### src/rtl/xdisp_queue.sv
// ---------------------------------------------------------------------------
// xdisp_queue
// Write-side buffer for the 7-segment display peripheral. CPU writes of
// 11-bit two's-complement values are queued in a small circular FIFO. Each
// value is handed to the display driver with a one-cycle strobe and then
// held for HOLD_CYCLES cycles before the next value may be presented.
//
// Ports:
//   clk        in   system clock, rising edge
//   rst        in   synchronous active-low reset
//   sel        in   module select from the address decoder
//   wr_en      in   CPU write strobe (write requested when sel & wr_en)
//   wr_data    in   [10:0] value to display, passed through bit-exact
//   disp_data  out  [10:0] value presented to the driver (registered)
//   disp_sel   out  one-cycle strobe when disp_data is first valid
//   empty      out  FIFO holds no entries
//   full       out  FIFO holds DEPTH entries
//   count      out  [$clog2(DEPTH):0] FIFO occupancy
//   ovf        out  sticky: a write was dropped because the FIFO was full
//   busy       out  presentation FSM is holding a value
// ---------------------------------------------------------------------------
module xdisp_queue #(
  parameter int DEPTH       = 4,
  parameter int HOLD_CYCLES = 50_000_000
) (
  input  logic                     clk,
  input  logic                     rst,
  input  logic                     sel,
  input  logic                     wr_en,
  input  logic [10:0]              wr_data,
  output logic [10:0]              disp_data,
  output logic                     disp_sel,
  output logic                     empty,
  output logic                     full,
  output logic [$clog2(DEPTH):0]   count,
  output logic                     ovf,
  output logic                     busy
);

  localparam int AW = $clog2(DEPTH);
  localparam int NW = AW + 1;
  localparam int CW = $clog2(HOLD_CYCLES);

  localparam logic [CW-1:0] HOLD_LOAD = CW'(HOLD_CYCLES - 1);
  localparam logic [CW-1:0] HOLD_ZERO = CW'(0);
  localparam logic [NW-1:0] CNT_FULL  = NW'(DEPTH);
  localparam logic [NW-1:0] CNT_ZERO  = NW'(0);
  localparam logic [NW-1:0] CNT_ONE   = NW'(1);
  localparam logic [AW-1:0] PTR_ZERO  = AW'(0);
  localparam logic [AW-1:0] PTR_ONE   = AW'(1);

  localparam logic [0:0] ST_IDLE = 1'b0;
  localparam logic [0:0] ST_HOLD = 1'b1;

  logic [10:0]    mem_r [DEPTH];
  logic [AW-1:0]  wr_ptr_r;
  logic [AW-1:0]  rd_ptr_r;
  logic [NW-1:0]  count_r;
  logic           empty_r;
  logic           full_r;
  logic           ovf_r;
  logic [0:0]     state_r;
  logic [CW-1:0]  hold_r;
  logic           busy_r;
  logic [10:0]    disp_data_r;
  logic           disp_sel_r;

  logic           wr_req_s;
  logic           wr_acc_s;
  logic           pop_s;
  logic [0:0]     state_nx_s;
  logic [CW-1:0]  hold_nx_s;
  logic [NW-1:0]  count_nx_s;

  // A write is judged against the registered full flag, i.e. before any pop
  // happening at the same edge, so a full FIFO drops the write even then.
  assign wr_req_s = sel & wr_en;
  assign wr_acc_s = wr_req_s & ~full_r;

  // Presentation FSM: decides when to pop and reloads the hold counter.
  always_comb begin
    state_nx_s = state_r;
    hold_nx_s  = hold_r;
    pop_s      = 1'b0;
    case (state_r)
      ST_IDLE: begin
        if (!empty_r) begin
          pop_s      = 1'b1;
          state_nx_s = ST_HOLD;
          hold_nx_s  = HOLD_LOAD;
        end else begin
          state_nx_s = ST_IDLE;
          hold_nx_s  = HOLD_ZERO;
        end
      end
      ST_HOLD: begin
        if (hold_r != HOLD_ZERO) begin
          hold_nx_s = hold_r - CW'(1);
        end else if (!empty_r) begin
          pop_s      = 1'b1;
          state_nx_s = ST_HOLD;
          hold_nx_s  = HOLD_LOAD;
        end else begin
          state_nx_s = ST_IDLE;
          hold_nx_s  = HOLD_ZERO;
        end
      end
      default: begin
        state_nx_s = ST_IDLE;
        hold_nx_s  = HOLD_ZERO;
      end
    endcase
  end

  // Occupancy update: a simultaneous write and pop leaves the count unchanged.
  always_comb begin
    count_nx_s = count_r;
    case ({wr_acc_s, pop_s})
      2'b10:   count_nx_s = count_r + CNT_ONE;
      2'b01:   count_nx_s = count_r - CNT_ONE;
      default: count_nx_s = count_r;
    endcase
  end

  // FIFO storage; contents are deliberately left uncleared by reset.
  always_ff @(posedge clk) begin
    if (rst && wr_acc_s) begin
      mem_r[wr_ptr_r] <= wr_data;
    end
  end

  // Control, flags and output registers.
  always_ff @(posedge clk) begin
    if (!rst) begin
      wr_ptr_r    <= PTR_ZERO;
      rd_ptr_r    <= PTR_ZERO;
      count_r     <= CNT_ZERO;
      empty_r     <= 1'b1;
      full_r      <= 1'b0;
      ovf_r       <= 1'b0;
      state_r     <= ST_IDLE;
      hold_r      <= HOLD_ZERO;
      busy_r      <= 1'b0;
      disp_data_r <= 11'd0;
      disp_sel_r  <= 1'b0;
    end else begin
      if (wr_acc_s) begin
        wr_ptr_r <= wr_ptr_r + PTR_ONE;
      end
      if (pop_s) begin
        rd_ptr_r    <= rd_ptr_r + PTR_ONE;
        disp_data_r <= mem_r[rd_ptr_r];
      end
      count_r    <= count_nx_s;
      empty_r    <= (count_nx_s == CNT_ZERO);
      full_r     <= (count_nx_s == CNT_FULL);
      ovf_r      <= ovf_r | (wr_req_s & full_r);
      state_r    <= state_nx_s;
      hold_r     <= hold_nx_s;
      busy_r     <= (state_nx_s == ST_HOLD);
      disp_sel_r <= pop_s;
    end
  end

  assign disp_data = disp_data_r;
  assign disp_sel  = disp_sel_r;
  assign empty     = empty_r;
  assign full      = full_r;
  assign count     = count_r;
  assign ovf       = ovf_r;
  assign busy      = busy_r;

endmodule

### config.mk
export PLATFORM = sky130hd
export DESIGN_NAME = xdisp_queue
export DESIGN_NICKNAME = d
export VERILOG_FILES = /design/src/rtl/xdisp_queue.sv
export SDC_FILE = /design/constraint.sdc
export NUM_CORES = 1
export LEC_CHECK = 0
export CAP_MARGIN = 0
export CORE_MARGIN = 2
export CORE_UTILIZATION = 40
export DETAILED_ROUTE_END_ITERATION = 16
export SETUP_SLACK_MARGIN = 0.02
export SYNTH_ARGS = -nofsm -noshare
export SYNTH_HDL_FRONTEND = slang
export SYNTH_SLANG_ARGS = --single-unit
export TNS_END_PERCENT = 30
### constraint.sdc
create_clock -name clk -period 5.9 [get_ports clk]
set_clock_uncertainty 0.05 [all_clocks]
set_input_delay 1.475 -clock clk [delete_from_list [all_inputs] [get_ports clk]]
set_output_delay 1.475 -clock clk [all_outputs]
set_load 0.03 [all_outputs]
==> results of run 1 <==
routing by layer:
layer | track usage, % | wire length [um] | vias to the layer above
met4 | 4.05 | 81 | 0
met5 | 0 | 0 | -
met3 | 4.84 | 284 | 8
li1 | - | - | 1257
met1 | 20.2 | 3580 | 1308
met2 | 29.0 | 4090 | 49
flip-flops by register name, indices dropped and copies added, names as in the netlist:
name / count
empty: 1
wr_ptr_r: 2
disp_data: 11
mem_r: 44
rd_ptr_r: 2
disp_sel: 1
ovf: 1
busy: 1
count: 3
full: 1
hold_r: 26
worst max-delay path, cell delays in order:
cell	delay [ns]
clkdlybuf4s50_1	0.48
nand2_1	0.06
nor2_1	0.34
inv_1	0.09
ha_1	0.25
fa_1	0.38
xnor2_1	0.14
or3_1	0.30
a21boi_0	0.27
nor2b_1	0.17
worst max-delay path by stage:
stage                     cells past startpoint  slack, ns    to
after floorplan                               9       2.53  full
after detailed placement                     10       1.79  full
after CTS                                    10       2.20  full
final                                        10       2.20  full
after global routing                         10       2.01  full
after global placement                       10       1.94  full
cells in the final DEF, fill, tap and decap left out, types with 7 or more instances in the layout:
master           netlist  final
dfxtp_1               49     49
edfxtp_1              44     44
clkdlybuf4s50_1        0     33
nor2_1                19     19
a21oi_1               19     19
nand4_1               17     17
xor2_1                17     17
nand2_1               16     16
o211ai_1              12     12
mux4_2                11     11
a32oi_1               11     11
xnor2_1                9      9
clkbuf_8               0      9
inv_1                  7      7
ha_1                   7      7
layout make-up:
type,count,area (um^2),area share (%)
multi-input combinational,198,1530,33.4
sequential,93,2300,50.2
clock buffer,9,124,2.70
inverter,7,26.3,0.573
clock inverter,7,72.6,1.58
tap,133,166,3.63
timing repair buffer,37,360,7.86
power by group through the flow:
stage / clock network [mW] / registers, mW / logic [mW]
global route: 0.458 / 1.02 / 0.926
CTS: 0.432 / 0.993 / 0.843
finish: 0.421 / 0.989 / 0.838
detailed placement: 0 / 1.01 / 0.840
floorplan: 0 / 0.996 / 0.593
global placement: 0 / 1.00 / 0.824
synthesized netlist by cell type, types with 9 or more instances:
| cell type | n |
|---|---|
| a21oi_1 | 19 |
| a32oi_1 | 11 |
| clkbuf_1 | 17 |
| dfxtp_1 | 49 |
| edfxtp_1 | 44 |
| mux4_2 | 11 |
| nand2_1 | 16 |
| nand4_1 | 17 |
| nor2_1 | 19 |
| o211ai_1 | 12 |
| xnor2_1 | 9 |
| xor2_1 | 17 |
stage by stage:
| step | total power [mW] | hold slack, ns |
|---|---|---|
| after floorplan | 1.59 | 0.373 |
| after global placement | 1.82 | 0.391 |
| after detailed placement | 1.85 | 0.391 |
| after CTS | 2.27 | 0.405 |
| after global routing | 2.40 | 0.440 |
| final | 2.25 | 0.406 |
kinds of logic after synthesis:
group | after synthesis | share of synthesized area, %
AO/OA/AOI/OAI | 49 | 8.53
AND/OR/NAND/NOR | 102 | 15.0
adder cells (fa/ha/maj) | 8 | 2.73
buffers and inverters | 29 | 2.82
flip-flops | 93 | 58.3
multiplexers | 13 | 6.79
XOR/XNOR | 26 | 5.77
==> reports/results.txt, run 1 <==
Worst reg2reg path endpoint: full
Tcrit/Tclk final: 62.8%
Max_slew headroom: 32.1%
Worst r2r path cells: 12
Nets: 369
Cell area after layout: 4580 um^2
Synth Cell Area: 3950 um^2
Chip Height: 103 um
IO Pins: 34
Ranking of synthesized cells by area: edfxtp_1 (33%), dfxtp_1 (25%), mux4_2 (6.3%)
Overall Global Routing Usage: 16.6%
Total of fill cells in the finished design: 883
Final Setup Violations: 0
Number of max-cap violations: 0
Number of CTS-inserted buffers: 9
Start of the worst register-to-register path: hold_r[10]
Net switching power: 888 uW
Worst R2R Setup Slack: 2.32 ns
Die area: 10700 um^2
P_int: 1.36 mW
Number of synthesized register bits: 93
Setup TNS: 0 ns
Syn Inst Count: 320
Placement Setup Slack: 1.79 ns
Area Overhead vs Synth: 16.2%
Combinational power share: 37.3%
CP startpoint: sel
Top FF cell, synth: dfxtp_1
Core Region: 9680 um^2
Vias per cell: 5.42
Post-cts resize count: 0
Remaining antenna violation count after routing: 0
DR pass1 iterations: 4
Net Sw Frac: 39.5%
TritonCTS clock tree: done
Critical Path End Type: flip-flop
Syn avg cell area: 12.3 um^2
Post-CTS Hold Buffers: 0
Seq pwr share: 44.0%
Maximum VDD drop: 213 uV
Row count: 36
Overflow after GRT: 0
Synthesized Nets: 343
Hold Startpoint: hold_r[0]
Overall routed net length: 8030 um
Cell taking the most area after synthesis: edfxtp_1
Fin util: 47.3%
Total number of vias: 2622
Placed Cells: 468
Layout Cells excl Fill: 484
Final Critical Period: 3.70 ns
Cell variety after synth: 43
Seq/Total Area, Yosys: 58.3%
Worst-path fanout max: 7
Worst slew pin tran: 1.02 ns
Worst setup margin: 2.20 ns
Element type at the critical path start: input port
Syn. warnings: 0
Drt drc: 0
Share of cells above drive strength 1: 10.3%
PwrDens: 490 nW/um^2
Vias in the first global route: 2611
GP Congestion: 0.760
H-Tree Level Count: 3
Number of synthesized flops with an enable pin: 44
Clock share of power: 18.7%
Placed cell area: 4390 um^2
Ant. Diodes: 0
# port buffers: 33
Final Hold Viols: 0
Status: finished clean
Antenna violations before repair: 0
Largest net degree at the start of global routing: 45
CP Class: in -> reg
Worst hold-check path type: reg -> reg
Root Buffer: clkbuf_8
Starting density of the core: 40.7%
CTS clock-pin slew for the worst setup and hold paths: 0.09 ns
Iter 0 DRT Violations: 87
Req. time, crit path: 6.15 ns
Global-route wire length before repair: 13200 um
Hpwl dp: 5040 um
CTS max path bufs: 2
Achievable Freq: 270 MHz
Worst hold path depth: 1
Worst-skew pair later-pin latency: 0.37 ns
Avg WL per Cell: 16.6 um
Post-CTS Setup Inserts: 0
RSZ-0062 raised after global routing: false
Leakage Power: 1.51 nW
Final Max Tran Viols: 0
Post-synth top area share: 33.5%
Worst Hold End: hold_r[0]
Synth async-reset ratio: 0%
Die width: 103 um
WP data arrival: 3.95 ns
Clk sinks: 93
Power figures use the tool's default switching activity.
==> run 2: changes to the inputs <==
Clock period 5.9 ns to 3.7 ns, I/O delays scaled along.
==> run 2 against run 1 <==
Compared with the run above: first-iteration DRC count decreased by 31%; sequential power increased by 56%; register-to-register slack got worse by 1.6 ns; via count decreased by 2.8%; critical path depth increased by 1; clock-buffer cell count increased by 1; power increased by 58%; global-route usage decreased by 1.6 points; worst setup slack got worse by 1.5 ns; utilization increased by 0.37 points; clock power increased by 54%; critical endpoint unchanged; highest routed layer unchanged.
==> reports/results.txt, run 2 (synthesis gave the netlist of run 1 again) <==
Status: finished clean
PwrDens: 770 nW/um^2
Largest net degree at the start of global routing: 29
Hpwl dp: 4820 um
TritonCTS clock tree: done
CTS max path bufs: 2
Maximum VDD drop: 325 uV
CTS clock-pin slew for the worst setup and hold paths: 0.09 ns
Total of fill cells in the finished design: 890
# port buffers: 33
Area Overhead vs Synth: 17.1%
Worst R2R Setup Slack: 0.69 ns
Ant. Diodes: 0
Starting density of the core: 40.7%
Vias in the first global route: 2453
Worst-path fanout max: 7
Most flop-heavy register: mem_r
GP Congestion: 0.787
CP max stage cell: or4_1
Post-cts resize count: 0
Critical Path End Type: flip-flop
CP peak stage delay: 0.58 ns
Post-CTS Hold Buffers: 0
Iter 0 DRT Violations: 60
Final Max Tran Viols: 0
Register area: 2300 um^2
Element type at the critical path start: flip-flop
Tcrit/Tclk final: 81.2%
Worst slew pin tran: 0.959 ns
Overall routed net length: 7420 um
Total number of vias: 2548
H-Tree Level Count: 3
Core Region: 9680 um^2
IO Pins: 34
Number of CTS-inserted buffers: 9
CP Class: reg -> reg
Multi-input logic area: 1530 um^2
Global-route wire length before repair: 12200 um
WP data arrival: 3.25 ns
Final Hold Viols: 0
Total power draw: 3.56 mW
Overall Global Routing Usage: 14.9%
Root Buffer: clkbuf_8
Worst hold-check path type: reg -> reg
RSZ-0062 raised after global routing: false
Row count: 36
Post-CTS Setup Inserts: 0
Worst-skew pair later-pin latency: 0.36 ns
Nets: 375
Share of cells above drive strength 1: 11.5%
Final Setup Violations: 0
Number of max-cap violations: 0
Commonest non-fill, non-tap cell in the layout: dfxtp_1
Overflow after GRT: 0
DR pass1 iterations: 4
Antenna violations before repair: 0
Most frequent cells in the layout: dfxtp_1 (49), edfxtp_1 (44), clkdlybuf4s50_1 (33)
Avg WL per Cell: 15.1 um
Final Critical Period: 3.01 ns
Max_slew headroom: 36.0%
Largest register FFs: 44
Critical path, cell by cell: or4_1 > nor2_2 > nand4_1 > and2_1 > nor2_1 > ha_1 > fa_1 > xnor2_1 > or3_1 > a21boi_0 > nor2b_1
Remaining antenna violation count after routing: 0
Chip Height: 103 um
Setup TNS: 0 ns
Die area: 10700 um^2
Achievable Freq: 333 MHz
Leakage Power: 1.53 nW
Vias per cell: 5.20
Req. time, crit path: 3.94 ns
Clk sinks: 93
Die width: 103 um
Drt drc: 0
## run 2: cell count changes in the layout (fill, tap and decap cells not counted)
cell	previous run	this run
buf_4	4	10
clkbuf_1	0	1
clkinv_2	1	0
inv_6	2	5
inv_8	3	0
## run 2: where the power goes
part,internal (mW),switching [mW]
logic,0.639,0.732
registers,1.28,0.263
clock network,0.263,0.385
total,2.18,1.38
## run 2: area by class of cell
type / count / share of cell area, %
Sequential cell: 93 / 49.8
Clock buffer: 10 / 2.76
Multi-Input combinational cell: 198 / 33.2
Inverter: 7 / 0.569
Tap cell: 133 / 3.60
Clock inverter: 6 / 1.30
Timing Repair Buffer: 43 / 8.77
## run 2: per-layer routing
metal / vias up / GRT usage [%] / routed length, um
li1: 1265 / - / -
met1: 1229 / 19.4 / 3480
met2: 44 / 24.5 / 3630
met3: 10 / 3.56 / 237
met4: 0 / 5.57 / 83
met5: - / 0 / 0
## run 2: worst max-delay path: cells and delay by family (launching register included)
kind,cells,cell delay [ns]
adders and majority gates,2,0.41
AOI/OAI and AO/OA,1,0.27
xor gates and xnor gates,1,0.07
and+or+nand+nor,7,1.81
DFF,1,0.33
## run 2: worst paths after layout
path,startpoint,cells past startpoint,to
min,hold_r[0],1,hold_r[0]
min reg2reg,hold_r[0],1,hold_r[0]
max reg2reg,hold_r[10],11,full
max,hold_r[10],11,full
## run 2: per-stage QoR
stage	instance area (um^2)	setup slack [ns]	util, %	instances	hold WS (ns)
global placement	4430	0.520	45.8	474	0.396
CTS	4620	0.664	47.7	490	0.404
finish	4620	0.695	47.7	490	0.400
floorplan	3950	0.627	-	320	0.373
global route	4620	0.447	47.7	490	0.421
detailed placement	4430	0.437	45.8	474	0.391
==> run 3: changes to the inputs <==
Clock period 3.7 ns to 3.15 ns, I/O delays scaled along.
==> run 3 against run 2 <==
Compared with the run above: wire length increased by 3.8%; sequential share of layout area decreased by 0.98 points; power increased by 22%; clock power increased by 36%; critical path depth unchanged; worst setup slack got worse by 0.40 ns; non-clock buffer count increased by 6; critical endpoint unchanged.
==> reports/results.txt, run 3 (synthesis gave the netlist of run 1 again) <==
RSZ-0062 raised after global routing: false
Core Region: 9680 um^2
Largest net degree at the start of global routing: 38
Largest register FFs: 44
CTS clock-pin slew for the worst setup and hold paths: 0.09 ns
Root Buffer: clkbuf_8
Nets: 381
Global-route wire length before repair: 13000 um
Final Max Tran Viols: 0
PwrDens: 925 nW/um^2
Most flop-heavy register: mem_r
Chip Height: 103 um
Total number of vias: 2585
Overall routed net length: 7700 um
Leakage Power: 1.59 nW
Clk sinks: 93
DR pass1 iterations: 4
Tcrit/Tclk final: 90.8%
CP Class: reg -> reg
Seq pwr share: 40.8%
GP Congestion: 0.761
Number of max-cap violations: 0
CTS max path bufs: 2
Number of CTS-inserted buffers: 9
Multi-input logic area: 1540 um^2
Achievable Freq: 350 MHz
Worst-path fanout max: 4
TritonCTS clock tree: done
Worst-skew pair later-pin latency: 0.36 ns
H-Tree Level Count: 3
Combinational power share: 39.0%
Clock share of power: 20.2%
Share of cells above drive strength 1: 13.3%
# port buffers: 33
Iter 0 DRT Violations: 93
Register area: 2300 um^2
Post-cts resize count: 0
Die width: 103 um
IO Pins: 34
Maximum VDD drop: 363 uV
Row count: 36
Die area: 10700 um^2
Overflow after GRT: 0
Vias in the first global route: 2594
P_int: 2.74 mW
Post-CTS Hold Buffers: 0
Status: finished clean
Critical Path End Type: flip-flop
Fin util: 48.7%
Net switching power: 1.62 mW
Ant. Diodes: 0
Total of fill cells in the finished design: 886
Max_slew headroom: 35.9%
Starting density of the core: 40.7%
Avg WL per Cell: 15.6 um
Worst slew pin tran: 0.960 ns
Worst hold-check path type: reg -> reg
Net Sw Frac: 37.1%
Final Hold Viols: 0
Element type at the critical path start: flip-flop
Remaining antenna violation count after routing: 0
Post-CTS Setup Inserts: 0
Final Critical Period: 2.86 ns
Placed cell area: 4490 um^2
Most frequent cells in the layout: dfxtp_1 (49), edfxtp_1 (44), clkdlybuf4s50_1 (33)
Req. time, crit path: 3.39 ns
Antenna violations before repair: 0
Drt drc: 0
Final Setup Violations: 0
Worst hold margin: 0.406 ns
Cell area after layout: 4710 um^2
Area Overhead vs Synth: 19.4%
WP data arrival: 3.10 ns
Vias per cell: 5.22
Overall Global Routing Usage: 16.1%
Commonest non-fill, non-tap cell in the layout: dfxtp_1
Hpwl dp: 5050 um
[run 3: final cells by class]
cell class	count	area share [%]
Inverter	7	0.557
Sequential cell	93	48.8
Multi-Input combinational cell	198	32.6
Tap cell	133	3.53
Clock inverter	6	2.02
Clock buffer	9	2.63
Timing Repair Buffer	49	9.82
[run 3: metrics by stage]
stage / cells / worst slack (ns) / power, mW / setup TNS, ns
floorplan: 320 / 0.0767 / 2.98 / 0
global placement: 480 / 0.111 / 3.48 / 0
finish: 495 / 0.290 / 4.36 / 0
CTS: 495 / 0.134 / 4.40 / 0
detailed placement: 480 / -0.0450 / 3.51 / -0.0450
global route: 495 / 0.0531 / 4.66 / 0
[run 3: path summary, 6_finish.rpt]
check | from | end | slack [ns] | cells past startpoint
min | hold_r[0] | hold_r[0] | 0.41 | 1
max | hold_r[6] | full | 0.29 | 11
min reg2reg | hold_r[0] | hold_r[0] | 0.41 | 1
max reg2reg | hold_r[6] | full | 0.29 | 11
[run 3: power by group through the flow]
| stage | clock (mW) | combinational (mW) | sequential [mW] |
|---|---|---|---|
| after global placement | 0 | 1.67 | 1.81 |
| final | 0.881 | 1.70 | 1.78 |
| after CTS | 0.902 | 1.71 | 1.79 |
| after detailed placement | 0 | 1.70 | 1.82 |
| after global routing | 0.960 | 1.87 | 1.83 |
| after floorplan | 0 | 1.11 | 1.86 |
[run 3: critical path: stages (launching register included)]
cell      delay (ns)
dfxtp_1         0.35
or4_4           0.56
nor4b_2         0.24
nand4_1         0.16
and2_1          0.19
nor2_1          0.09
ha_1            0.21
fa_1            0.20
xnor2_1         0.08
or3_1           0.34
a21boi_2        0.18
nor2b_1         0.15
[run 3: layer usage]
layer	up-vias	GRT usage [%]	wire length, um
met1	1246	21.0	3610
met5	-	0	0
met3	8	5.04	292
li1	1285	-	-
met2	46	26.3	3720
met4	0	4.25	83
